==> src/rtl/bcd_seg_scan.sv <==
// bcd_seg_scan: captures a 4-digit packed BCD word on the rising edge of rdy
//   and time-multiplexes it onto a common-anode 7-segment display.
//   Each digit slot lasts REFRESH_DIV cycles; the last cycle is all-off.
// Ports: clk, rst (sync, active-high), rdy (level, captured on 0->1),
//   bcd_d_in[15:0] (digit 0 in [3:0]), an[3:0] (active-low digit enables),
//   seg[6:0] (active-low {g,f,e,d,c,b,a}), bcd_err (captured word has a nibble > 9).
// Optional macro LEADING_ZERO_BLANK_EN: blank leading zero digits 3..1.
module bcd_seg_scan #(
  parameter int REFRESH_DIV = 100000
) (
  input  logic        clk,
  input  logic        rst,
  input  logic        rdy,
  input  logic [15:0] bcd_d_in,
  output logic [3:0]  an,
  output logic [6:0]  seg,
  output logic        bcd_err
);

  localparam int CW = (REFRESH_DIV > 2) ? $clog2(REFRESH_DIV) : 1;
  localparam logic [CW-1:0] CNT_LAST = CW'(REFRESH_DIV - 1);

  typedef enum logic [1:0] {DIG0 = 2'd0, DIG1 = 2'd1, DIG2 = 2'd2, DIG3 = 2'd3} scan_t;

  scan_t         state, state_nxt;
  logic [CW-1:0] cnt;
  logic [15:0]   disp_q;
  logic          rdy_q;
  logic          cap;
  logic          slot_end;
  logic [3:0]    nib;
  logic          lz_blank;
  logic [3:0]    an_nxt;
  logic [6:0]    seg_nxt;

  // Active-low hex decode; anything outside 0..9 renders as a dash.
  function automatic logic [6:0] decode(input logic [3:0] d);
    logic [6:0] s;
    case (d)
      4'd0:    s = 7'h40;
      4'd1:    s = 7'h79;
      4'd2:    s = 7'h24;
      4'd3:    s = 7'h30;
      4'd4:    s = 7'h19;
      4'd5:    s = 7'h12;
      4'd6:    s = 7'h02;
      4'd7:    s = 7'h78;
      4'd8:    s = 7'h00;
      4'd9:    s = 7'h10;
      default: s = 7'h3F;
    endcase
    return s;
  endfunction

  function automatic logic has_bad_nibble(input logic [15:0] w);
    return (w[3:0] > 4'd9) || (w[7:4] > 4'd9) ||
           (w[11:8] > 4'd9) || (w[15:12] > 4'd9);
  endfunction

  // Holding rdy high produces a single capture.
  assign cap      = rdy & ~rdy_q;
  assign slot_end = (cnt == CNT_LAST);

  // Scan ring: next-state and registered-output values.
  always_comb begin
    state_nxt = state;
    nib       = 4'd0;
    lz_blank  = 1'b0;
    an_nxt    = 4'hF;
    seg_nxt   = 7'h7F;

    if (slot_end) begin
      case (state)
        DIG0:    state_nxt = DIG1;
        DIG1:    state_nxt = DIG2;
        DIG2:    state_nxt = DIG3;
        default: state_nxt = DIG0;
      endcase
    end

    case (state)
      DIG0: begin nib = disp_q[3:0];   an_nxt = 4'b1110; end
      DIG1: begin nib = disp_q[7:4];   an_nxt = 4'b1101; end
      DIG2: begin nib = disp_q[11:8];  an_nxt = 4'b1011; end
      default: begin nib = disp_q[15:12]; an_nxt = 4'b0111; end
    endcase

`ifdef LEADING_ZERO_BLANK_EN
    // A digit is blanked when it and every more significant digit are zero;
    // digit 0 always shows so a zero value is still visible.
    case (state)
      DIG1:    lz_blank = (disp_q[15:4] == 12'd0);
      DIG2:    lz_blank = (disp_q[15:8] == 8'd0);
      DIG3:    lz_blank = (disp_q[15:12] == 4'd0);
      default: lz_blank = 1'b0;
    endcase
`else
    lz_blank = 1'b0;
`endif

    if (slot_end) begin
      an_nxt  = 4'hF;
      seg_nxt = 7'h7F;
    end else if (lz_blank) begin
      seg_nxt = 7'h7F;
    end else begin
      seg_nxt = decode(nib);
    end
  end

  always_ff @(posedge clk) begin
    if (rst) begin
      state <= DIG0;
    end else begin
      state <= state_nxt;
    end
  end

  // Outputs sample disp_q before any capture on this edge, so a new word
  // appears no earlier than the following output update.
  always_ff @(posedge clk) begin
    if (rst) begin
      cnt     <= '0;
      disp_q  <= 16'h0000;
      rdy_q   <= 1'b0;
      an      <= 4'hF;
      seg     <= 7'h7F;
      bcd_err <= 1'b0;
    end else begin
      rdy_q <= rdy;
      cnt   <= slot_end ? '0 : cnt + 1'b1;
      an    <= an_nxt;
      seg   <= seg_nxt;
      if (cap) begin
        disp_q  <= bcd_d_in;
        bcd_err <= has_bad_nibble(bcd_d_in);
      end
    end
  end

endmodule

==> config.mk <==
export PLATFORM = sky130hd
export DESIGN_NAME = bcd_seg_scan
export DESIGN_NICKNAME = d
export VERILOG_FILES = /design/src/rtl/bcd_seg_scan.sv
export SDC_FILE = /design/constraint.sdc
export NUM_CORES = 1
export LEC_CHECK = 0
export BUFFER_PORTS_ARGS = -buffer_cell sky130_fd_sc_hd__buf_4
export CAP_MARGIN = 10
export CORE_MARGIN = 4
export CORE_UTILIZATION = 59
export DETAILED_ROUTE_END_ITERATION = 10
export GPL_ROUTABILITY_DRIVEN = 0
export PLACE_DENSITY = 0.82
export SLEW_MARGIN = 10
export SYNTH_ARGS = -nofsm -noshare
export SYNTH_HDL_FRONTEND = slang
export SYNTH_SLANG_ARGS = --single-unit
==> constraint.sdc <==
create_clock -name clk -period 5.53 [get_ports clk]
set_input_delay 0.553 -clock clk [delete_from_list [all_inputs] [get_ports clk]]
set_output_delay 0.553 -clock clk [all_outputs]
set_load 0.005 [all_outputs]
; Yosys cells after proc, flatten, opt, wreduce, memory -nomap -nowiden
; Memory sizes are Yosys's and may differ from the RTL's. A register that Yosys moved wholly into a read port is not among the register bits.
; Cells that the tools add are included.
[word_totals]
regBits = 41
rom_bits = 112
input_bits = 19
out_inout_bits = 12
word_cells = 25
memories = 1
[classes]
add_sub_neg = 1
magnitude_cmp = 4
n_eq_ne = 3
muxes = 3
bitwise = 2
reduce_logical = 5
[memory_table]
columns = name, words, word_bits, rd, rd_ports_with_merged_regs, wr, line
row1 = (name not given), 16, 7, 1, 1, 0, 39  ; case (d)
[op_table]
columns = operator, n
row1 = $pmux W4 S3, 2
row2 = $add A17 B1 Y17 const B, 1
row3 = $eq A17 B17 Y1 const B, 1
row4 = $gt A4 B4 Y1 const B, 4
row5 = $pmux W2 S3, 1
row6 = $logic_or A1 B1 Y1, 3
row7 = $eq A2 B1 Y1 const B, 1
row8 = $eq A2 B2 Y1 const B, 1
row9 = $logic_not A2 Y1, 1
row10 = $reduce_or A2 Y1, 1
row11 = $and A1 B1 Y1, 1
row12 = $not A1 Y1, 1

; Depth between registers and ports, before layout
; Gate-level depths: netlist (run 1).
[logic_depth]
ltp_word = 4
depth_mapped = 9
ltp_nobuf = 9

; Worst setup path after synthesis (run 1)
; Ideal clock, no wire load.
[synth_path]
kind = flip-flop to flip-flop
start = reg state[0]
end = reg seg[3]
t_arrival_ns = 1.931
setup_slack_ns = 3.464
stages_incl_launch_ff = 9
path_buffers = 1
path_cell_list = dfxtp_1 -> ha_1 -> clkbuf_1 -> mux2i_1 -> inv_1 -> ha_1 -> inv_1 -> o21ai_0 -> o2111ai_1
[synth_between]
elab_chain_len = 2
[synth_lines]
columns = element, line
row1 = from (decl), 25  ; scan_t state, state_nxt;
row2 = from (signal assigned), 115  ; state <= state_nxt;
row3 = "$eq A2 B2 Y1, or another cell as far along", 81  ; case (state)
row4 = $pmux W4 S3 *, 81
row5 = to (decl), 16  ; output logic [6:0] seg,
; Every way passes the cells marked *; elsewhere a longest branch is shown, timed or not.
; A chain may end at the register's enable or synchronous reset.

; Worst setup path in the final report (run 1)
; Ends and elaborated chain as after synthesis.

==> flow_metrics.env, run 1 <==
export IMPL_crit_path_top_delay_cell="mux2i_1"
export IMPL_clock_latency_ns=0.35
export IMPL_io_pins=31
export IMPL_synth_warnings=0
export IMPL_path_class="flop to flop"
export IMPL_slowest_delay_ns=0.68
export IMPL_tritoncts="yes"
export IMPL_post_cts_buffers=0
export IMPL_die_w_um=67.6
export IMPL_cp_required_ns=5.74
export IMPL_synth_top_family_by_area="simple AND/OR/NAND/NOR gates"
export IMPL_layout_common_cells="48 x dfxtp_1, 44 x nand2_1, 30 x buf_4"
export IMPL_routedWlPerCell_um=12.5
export IMPL_worstSetupEndpoint="seg[3]"
export IMPL_critPathArrivalTime_ns=2.52
export IMPL_fmax_mhz=433
export IMPL_drc=0
export IMPL_overflow=0
export IMPL_synthMuxAreaShare=0.0341
export IMPL_skew_ns=0.0101
export IMPL_start_util=0.618
export IMPL_antenna_found_initial=0
export IMPL_hold_ws_ns=0.426
export IMPL_cts_root_buf="clkbuf_4"
export IMPL_yosys_area_share_simple=0.225
export IMPL_grt_pass1_wl_um=6560
export IMPL_holdCritPathClass="primary input to flop"
export IMPL_layout_commonest_cell="dfxtp_1"
export IMPL_die_height_um=67.6
export IMPL_max_cap_violations=0
export IMPL_cts_hold_buffers=0
export IMPL_cts_repair_resized=0
export IMPL_drt_iter0_drc=132
export IMPL_r2r_start="state[0]"
export IMPL_nNetsFinal=292
export IMPL_ys_seq_elements=48
export IMPL_critPathLaunchType="flop"
export IMPL_cts_max_path_buffers=2
export IMPL_min_from="rdy"
export IMPL_drv_slew=0
export IMPL_synth_nets=269
export IMPL_htree_levels=2
export IMPL_syn_cell_area_um2=2090
export IMPL_synth_xor_area_share=0.0418
export IMPL_status="finished, final reports clean"
export IMPL_r2r_cells=7
export IMPL_ant_nets=0
export IMPL_tightest_slew_ns=0.974
export IMPL_power_density_nw_per_um2=265
export IMPL_layout_drive_gt1_share=0.150
export IMPL_portBuffers=30
export IMPL_period_share=0.418
export IMPL_grt_max_degree=24
export IMPL_synth_compound_area_share=0.136
export IMPL_netlist_instances=242
export IMPL_holdPathStages=2
export IMPL_hold_viol=0
export IMPL_rows=21
export IMPL_viasPerCell=5.46
export IMPL_core_area_um2=3390
export IMPL_fin_crit_ns=2.31
export IMPL_dp_hpwl_um=2790
export IMPL_power_leakage_nw=0.911
export IMPL_maxSlewHeadroom=0.349
export IMPL_rsz0062_at_grt="no"
export IMPL_setup_violations_final=0
export IMPL_antennaDiodeCount=0
export IMPL_track_usage=0.187
export IMPL_wirelength_um=3900
export IMPL_dieArea_um2=4570
export IMPL_ff2ff_setup_slack_ns=3.22
export IMPL_numClockSinks=48
export IMPL_numCtsBuffers=5
export IMPL_ys_seq_area_frac=0.459
export IMPL_setup_tns_ns=0
export IMPL_synth_cell_types=36
export IMPL_synth_fa_ha_area_frac=0.0478
export IMPL_endpoint_kind="flop"
export IMPL_clkTransAtPathRegs_ns=0.13
export IMPL_timing_rr_end="seg[3]"
export IMPL_syn_area_per_cell_um2=8.65
export IMPL_worstPathMaxFanout=9
export IMPL_via_count=1705
export IMPL_crit_chain="ha_1 -> mux2i_1 -> inv_1 -> ha_1 -> inv_1 -> o21ai_0 -> o2111ai_1"
export IMPL_critPathLaunch="state[0]"
export IMPL_ir_drop_uv=187
export IMPL_drt_first_pass_iters=4
export IMPL_syn2layout_area_growth_pct=13.1
export IMPL_grt_pass1_vias=1524
## kinds of logic (layout without fill, tap and decap cells)
| family | count (synthesis) | in the layout |
|---|---|---|
| flops | 48 | 48 |
| fa+ha+maj | 8 | 8 |
| compound gates | 48 | 48 |
| simple gates | 98 | 98 |
| buf+inv | 23 | 47 |
| xor+xnor | 10 | 10 |
| mux | 7 | 7 |
## metal layers
metal	vias to the layer above	part of all wire	track usage
li1	880	-	-
met1	775	0.48	0.246
met2	45	0.45	0.303
met3	5	0.063	0.0399
met4	0	0.011	0.0608
met5	-	0	0
## registers in the layout, summed over array words and instances, names as in the netlist
signal,cells
cnt,17
disp_q,16
seg,7
an,4
state,2
bcd_err,1
rdy_q,1
## cells in the mapped netlist
cell       number  area, um2
nor2b_1         2       12.5
a221o_1         1       10.0
clkbuf_1        8       30.0
or2_1           2       12.5
ha_1            8        100
a211oi_1        2       15.0
or3_1           4       25.0
and2_1          3       18.8
o2111ai_1       2       17.5
inv_1           9       33.8
xnor2_1         1       8.76
a222oi_1        4       40.0
nor3b_1         1       7.51
or4_1           1       7.51
mux2i_1         6       60.1
and3_1          3       18.8
buf_6           4       45.0
a31oi_1         1       6.26
nor4b_1         2       17.5
mux2_2          1       11.3
a21oi_1        23        115
a41oi_1         1       8.76
nand2_1        44        165
dfxtp_1        48        961
buf_2           2       10.0
xor2_1          9       78.8
nor3_1          1       5.00
o21ai_0        13       65.1
nand2b_1        1       6.26
and4b_1         1       10.0
nand3_1         6       30.0
nor2_1         19       71.3
and4_4          2       22.5
o31ai_1         1       7.51
and4_1          1       8.76
nand4_1         5       31.3
## layout make-up
class	count	area (um2)
well taps	46	57.6
clock buffers	6	41.3
clock inverters	2	35.0
fillers	270	1020
flip-flops and latches	48	961
inverters	9	33.8
multi-input cells	171	1010
repair buffers	30	225
## per-stage QoR
step / worst slack [ns] / area [um2] / util / total power [W] / cells
global placement: 3.38 / 2290 / 0.676 / 0.000433 / 304
detailed placement: 3.26 / 2290 / 0.676 / 0.000434 / 304
global route: 3.05 / 2370 / 0.699 / 0.000658 / 312
CTS: 3.22 / 2370 / 0.699 / 0.000632 / 312
finish: 3.22 / 2370 / 0.699 / 0.000627 / 312
floorplan: 3.46 / 2090 / - / 0.000409 / 242
## how the worst min path moves through the flow
stage	to
6_report	rdy_q
3_5_place_dp	cnt[0]
4_1_cts	rdy_q
3_3_place_gp	cnt[0]
2_1_floorplan	cnt[0]
5_1_grt	rdy_q
## worst max-delay path: cells and delay by family, from the launching register on
family / cells / cell delay, ns
buffers and inverters: 2 / 0.14
muxes: 1 / 0.68
adders and majority gates: 2 / 0.68
AOI/OAI and AO/OA: 2 / 0.27
DFF: 1 / 0.40
## power breakdown
group	leakage, nW	total (W)	switching [W]	internal (W)
registers	0.393	0.000367	0.00000660	0.000360
logic	0.475	0.0000602	0.0000316	0.0000286
clock network	0.0422	0.000200	0.000105	0.0000949
total	0.911	0.000627	0.000143	0.000484
No activity file was read; power rests on OpenSTA's default activity.
==> run 2, diff against run 1 <==
--- a/config.mk
+++ b/config.mk
@@ -8,10 +8,10 @@
 export BUFFER_PORTS_ARGS = -buffer_cell sky130_fd_sc_hd__buf_4
 export CAP_MARGIN = 10
 export CORE_MARGIN = 4
-export CORE_UTILIZATION = 59
+export CORE_UTILIZATION = 56
 export DETAILED_ROUTE_END_ITERATION = 10
 export GPL_ROUTABILITY_DRIVEN = 0
-export PLACE_DENSITY = 0.82
+export PLACE_DENSITY = 0.79
 export SLEW_MARGIN = 10
 export SYNTH_ARGS = -nofsm -noshare
 export SYNTH_HDL_FRONTEND = slang
==> constraint.sdc (replaced) <==
create_clock -name clk -period 2.2 [get_ports clk]
set_input_delay 0.22 -clock clk [delete_from_list [all_inputs] [get_ports clk]]
set_output_delay 0.22 -clock clk [all_outputs]
set_load 0.005 [all_outputs]
==> run 2 against run 1 <==
First-iteration DRC count rose by 44%. Register-to-register slack got worse by 3.1 ns. Cell area rose by 4.9%. Die area rose by 4.7%. Wire length rose by 6.5%. Combinational power rose to 2.7 times the previous value. Sequential share of layout area fell by 1.9 points. Critical endpoint is now seg[2].
==> flow_metrics.env, run 2 (synthesized netlist as in run 1, its figures left out) <==
export IMPL_status="finished, final reports clean"
export IMPL_cts_hold_buffers=0
export IMPL_period_share=0.942
export IMPL_slowest_delay_ns=0.40
export IMPL_ff2ff_setup_slack_ns=0.13
export IMPL_final_area_um2=2480
export IMPL_crit_chain="inv_1 -> ha_1 -> a222oi_1 -> buf_4 -> mux2i_2 -> or2_1 -> a221o_1"
export IMPL_numCtsBuffers=5
export IMPL_rsz0062_at_grt="yes"
export IMPL_antennaDiodeCount=0
export IMPL_layout_common_cells="48 x dfxtp_1, 44 x nand2_1, 38 x buf_4"
export IMPL_p_total_w=0.00173
export IMPL_pwr_share_comb=0.093
export IMPL_tritoncts="yes"
export IMPL_rows=21
export IMPL_htree_levels=2
export IMPL_drv_slew=0
export IMPL_max_cap_violations=0
export IMPL_holdCritPathClass="primary input to flop"
export IMPL_tightest_slew_ns=0.680
export IMPL_p_sw_w=0.000401
export IMPL_clkPwrFrac=0.373
export IMPL_grt_pass1_wl_um=7230
export IMPL_switching_share=0.232
export IMPL_regArea_um2=961
export IMPL_worstPathMaxFanout=5
export IMPL_drt_iter0_drc=190
export IMPL_layout_commonest_cell="dfxtp_1"
export IMPL_ir_drop_uv=559
export IMPL_place_area_um2=2340
export IMPL_wirelength_um=4150
export IMPL_grt_pass1_vias=1565
export IMPL_power_leakage_nw=0.968
export IMPL_drc=0
export IMPL_die_height_um=69.2
export IMPL_numClockSinks=48
export IMPL_via_count=1716
export IMPL_portBuffers=30
export IMPL_hold_ws_ns=0.152
export IMPL_reg_top3="cnt: 17 flops, disp_q: 16 flops, seg: 7 flops"
export IMPL_cts_max_path_buffers=2
export IMPL_track_usage=0.183
export IMPL_intPower_w=0.00133
export IMPL_fin_crit_ns=2.07
export IMPL_largest_register="cnt"
export IMPL_ant_nets=0
export IMPL_power_frac_seq=0.534
export IMPL_cts_root_buf="clkbuf_8"
export IMPL_place_ws_ns=0.0929
export IMPL_power_density_nw_per_um2=695
export IMPL_grt_max_degree=24
export IMPL_critPathLaunchType="flop"
export IMPL_viasPerCell=5.35
export IMPL_setup_violations_final=0
export IMPL_dieArea_um2=4780
export IMPL_core_area_um2=3470
export IMPL_drt_first_pass_iters=4
export IMPL_finalWorstSetupSlack_ns=0.127
export IMPL_finish_utilization=0.716
export IMPL_skew_ns=0.0110
export IMPL_clock_latency_ns=0.31
export IMPL_clkTransAtPathRegs_ns=0.09
export IMPL_crit_path_top_delay_cell="dfxtp_1"
export IMPL_endpoint_kind="flop"
export IMPL_die_w_um=69.2
export IMPL_overflow=0
export IMPL_multi_input_area_um2=1030
export IMPL_nNetsFinal=301
export IMPL_maxSlewHeadroom=0.533
export IMPL_fmax_mhz=482
export IMPL_nFillCells=285
export IMPL_path_class="flop to flop"
export IMPL_io_pins=31
export IMPL_hold_viol=0
export IMPL_layout_drive_gt1_share=0.185
export IMPL_largest_reg_flops=17
export IMPL_start_util=0.604
export IMPL_dp_hpwl_um=2930
export IMPL_critPathArrivalTime_ns=2.27
export IMPL_routedWlPerCell_um=12.9
export IMPL_antenna_found_initial=0
export IMPL_syn2layout_area_growth_pct=18.6
export IMPL_cp_required_ns=2.39
## run 2: cell count changes in the layout (fill, tap and decap cells not counted), sizes merged
cell,previous run,this run
clkbuf,6,5
clkinv,1,0
mux2i,6,7
inv,9,10
clkinvlp,0,1
buf,30,38
## run 2: repair_timing
action | 4_1_cts | 5_1_grt
endpoints found under the setup margin | 0 | 5
buffers inserted | 0 | 1
gates resized for setup | 0 | 2
## run 2: final timing paths
check | from | end | depth (start not counted)
max | state[1] | seg[2] | 7
min | bcd_d_in[12] | disp_q[12] | 3
max reg2reg | state[1] | seg[2] | 7
min reg2reg | cnt[0] | cnt[0] | 1
## run 2: per-layer routing
layer  up-vias  GRT usage  wire, um
li1        903          -         -
met1       766      0.246      2090
met2        43      0.263      1760
met3         4     0.0610       236
met4         0     0.0868        61
met5         -          0         0
## run 2: cell type report
cell class,count,area share
sequential,48,0.387
clock inverter,3,0.0186
clock buffer,5,0.0277
multi-input combinational,172,0.415
timing repair buffer,38,0.115
tap,46,0.0232
inverter,9,0.0136
## run 2: metrics by stage
| stage | cells | setup TNS [ns] |
|---|---|---|
| final | 321 | 0 |
| after global placement | 311 | 0 |
| after global routing | 321 | -0.0412 |
| after detailed placement | 311 | 0 |
| after floorplan | 242 | 0 |
| after CTS | 319 | 0 |
## run 2: worst max-delay path, delay by kind of cell (launching register included)
family	cells	cell delay [ns]
flip-flops	1	0.40
AO/OA/AOI/OAI	2	0.66
multiplexers	1	0.10
adder cells (fa/ha/maj)	1	0.24
buffers and inverters	2	0.26
AND/OR/NAND/NOR	1	0.30
## run 2: power groups by stage
| stage | clock (W) | combinational, W | sequential (W) |
|---|---|---|---|
| after global routing | 0.000698 | 0.000183 | 0.000927 |
| after floorplan | 0 | 0.0000887 | 0.000939 |
| final | 0.000644 | 0.000161 | 0.000922 |
| after global placement | 0 | 0.000154 | 0.000942 |
| after CTS | 0.000661 | 0.000158 | 0.000922 |
| after detailed placement | 0 | 0.000156 | 0.000943 |
==> run 3, diff against run 2 <==
--- a/config.mk
+++ b/config.mk
@@ -8,10 +8,9 @@
 export BUFFER_PORTS_ARGS = -buffer_cell sky130_fd_sc_hd__buf_4
 export CAP_MARGIN = 10
 export CORE_MARGIN = 4
-export CORE_UTILIZATION = 56
+export CORE_UTILIZATION = 40
 export DETAILED_ROUTE_END_ITERATION = 10
 export GPL_ROUTABILITY_DRIVEN = 0
-export PLACE_DENSITY = 0.79
 export SLEW_MARGIN = 10
 export SYNTH_ARGS = -nofsm -noshare
 export SYNTH_HDL_FRONTEND = slang
==> run 3 against run 2 <==
Total power is 8.9% lower. Critical path depth unchanged. Clock power fell by 24%. Clock skew fell by 0.0037 ns. Critical endpoint unchanged. Global-route usage shrank 3.8 points. Combinational power barely moved. Sequential share of layout area rose by 0.16 points. Cell area down 0.15%. Die area grew 35%.
==> flow_metrics.env, run 3 (synthesized netlist as in run 1, its figures left out) <==
export IMPL_grtUsageMet3=0.0325
export IMPL_tightest_slew_ns=0.653
export IMPL_portBuffers=30
export IMPL_cp_required_ns=2.39
export IMPL_setup_violations_final=0
export IMPL_start_util=0.410
export IMPL_layout_common_cells="46 x dfxtp_1, 44 x nand2_1, 39 x buf_4"
export IMPL_grt_max_degree=24
export IMPL_routedWlPerCell_um=12.6
export IMPL_drv_slew=0
export IMPL_drt_first_pass_iters=6
export IMPL_ff2ff_setup_slack_ns=0.15
export IMPL_maxSlewHeadroom=0.552
export IMPL_gr_usage_met1=0.186
export IMPL_clkTransAtPathRegs_ns=0.08
export IMPL_clock_latency_ns=0.30
export IMPL_core_area_um2=5110
export IMPL_dieArea_um2=6460
export IMPL_grt_pass1_vias=1679
export IMPL_final_area_um2=2480
export IMPL_worstPathMaxFanout=6
export IMPL_htree_levels=2
export IMPL_rows=26
export IMPL_antenna_found_initial=0
export IMPL_cts_root_buf="clkbuf_8"
export IMPL_grt_pass1_wl_um=7390
export IMPL_path_buf_inv=2
export IMPL_hold_viol=0
export IMPL_setup_tns_ns=0
export IMPL_cts_hold_buffers=0
export IMPL_power_leakage_nw=0.961
export IMPL_place_area_um2=2370
export IMPL_rsz0062_at_grt="no"
export IMPL_drt_iter0_drc=93
export IMPL_die_height_um=80.4
export IMPL_slowest_delay_ns=0.37
export IMPL_largest_reg_flops=17
export IMPL_reg_top3="cnt: 17 flops, disp_q: 16 flops, seg: 7 flops"
export IMPL_numCtsBuffers=5
export IMPL_crit_top_cell="ha_1"
export IMPL_viasPerCell=5.10
export IMPL_status="finished, final reports clean"
export IMPL_crit_family="compound AO/OA/AOI/OAI gates"
export IMPL_layout_drive_gt1_share=0.193
export IMPL_hold_ws_ns=0.150
export IMPL_ant_nets=0
export IMPL_crit_chain="inv_1 -> ha_1 -> a222oi_1 -> mux2i_2 -> buf_4 -> ha_1 -> a221o_1"
export IMPL_fin_crit_ns=2.05
export IMPL_power_density_nw_per_um2=634
export IMPL_critPathArrivalTime_ns=2.24
export IMPL_overflow=0
export IMPL_tritoncts="yes"
export IMPL_largest_register="cnt"
export IMPL_dp_hpwl_um=3170
export IMPL_wirelength_um=4350
export IMPL_skew_ns=0.00734
export IMPL_antennaDiodeCount=0
export IMPL_numClockSinks=48
export IMPL_grt_busiest_layer="met2"
export IMPL_fmax_mhz=487
export IMPL_path_class="flop to flop"
export IMPL_drc=0
export IMPL_die_w_um=80.4
export IMPL_via_count=1754
export IMPL_cts_max_path_buffers=2
export IMPL_syn2layout_area_growth_pct=18.4
export IMPL_layout_cells_non_filler=344
export IMPL_crit_path_top_delay_cell="dfxtp_2"
export IMPL_dp_cells=335
export IMPL_io_pins=31
export IMPL_endpoint_kind="flop"
export IMPL_layout_commonest_cell="dfxtp_1"
export IMPL_track_usage=0.145
export IMPL_finish_utilization=0.486
export IMPL_max_cap_violations=0
export IMPL_nNetsFinal=301
export IMPL_ir_drop_uv=319
export IMPL_period_share=0.933
export IMPL_holdCritPathClass="primary input to flop"
export IMPL_gr_usage_met2=0.228
export IMPL_critPathLaunchType="flop"
==> run 3: changes by cell type in the layout (fill, tap and decap cells not counted), sizes merged <==
cell	before	now
buf	38	39
mux2i	7	6
bufinv	1	0
inv	10	9
clkinv	0	1
clkbuf	5	6
clkinvlp	1	0
==> run 3: metrics by stage <==
stage	worst slack, ns	power, W
2_1_floorplan	0.134	0.00103
5_1_grt	0.0137	0.00166
3_3_place_gp	0.154	0.00110
4_1_cts	0.0564	0.00159
3_5_place_dp	0.0705	0.00110
6_report	0.148	0.00157
==> run 3: power breakdown <==
group          switching [W]  internal (W)  leakage [nW]
clock               0.000274      0.000216        0.0410
combinational      0.0000813     0.0000797         0.526
sequential         0.0000173      0.000904         0.394
total               0.000373       0.00120         0.961
==> run 3: cell type report <==
| cell class | count | area [um2] |
|---|---|---|
| clock buffers | 6 | 72.6 |
| inverters | 9 | 33.8 |
| repair buffers | 39 | 293 |
| fillers | 535 | 2630 |
| flip-flops and latches | 48 | 963 |
| multi-input cells | 171 | 1020 |
| clock inverters | 1 | 5.00 |
| well taps | 70 | 87.6 |
==> run 3: worst paths after layout <==
check / cells after the start / from / end
hold reg to reg: 1 / cnt[0] / cnt[0]
hold / removal: 2 / rdy / rdy_q
setup reg to reg: 7 / state[0] / seg[2]
setup / recovery: 7 / state[0] / seg[2]
==> run 3: routing by layer <==
metal | wire [um] | vias to the layer above
li1 | - | 894
met1 | 2110 | 812
met2 | 1990 | 39
met3 | 154 | 9
met4 | 96 | 0
met5 | 0 | -
==> run 3: repair_timing <==
action                                  CTS  global route
resized for setup                         0             5
buffers inserted                          0             2
endpoints found under the setup margin    0             4
==> run 3: worst register-to-register path: stages, from the launching register on <==
cell and delay (ns):
dfxtp_2 0.37, inv_1 0.08, ha_1 0.28, a222oi_1 0.33, mux2i_2 0.20, buf_4 0.18
ha_1 0.20, a221o_1 0.31
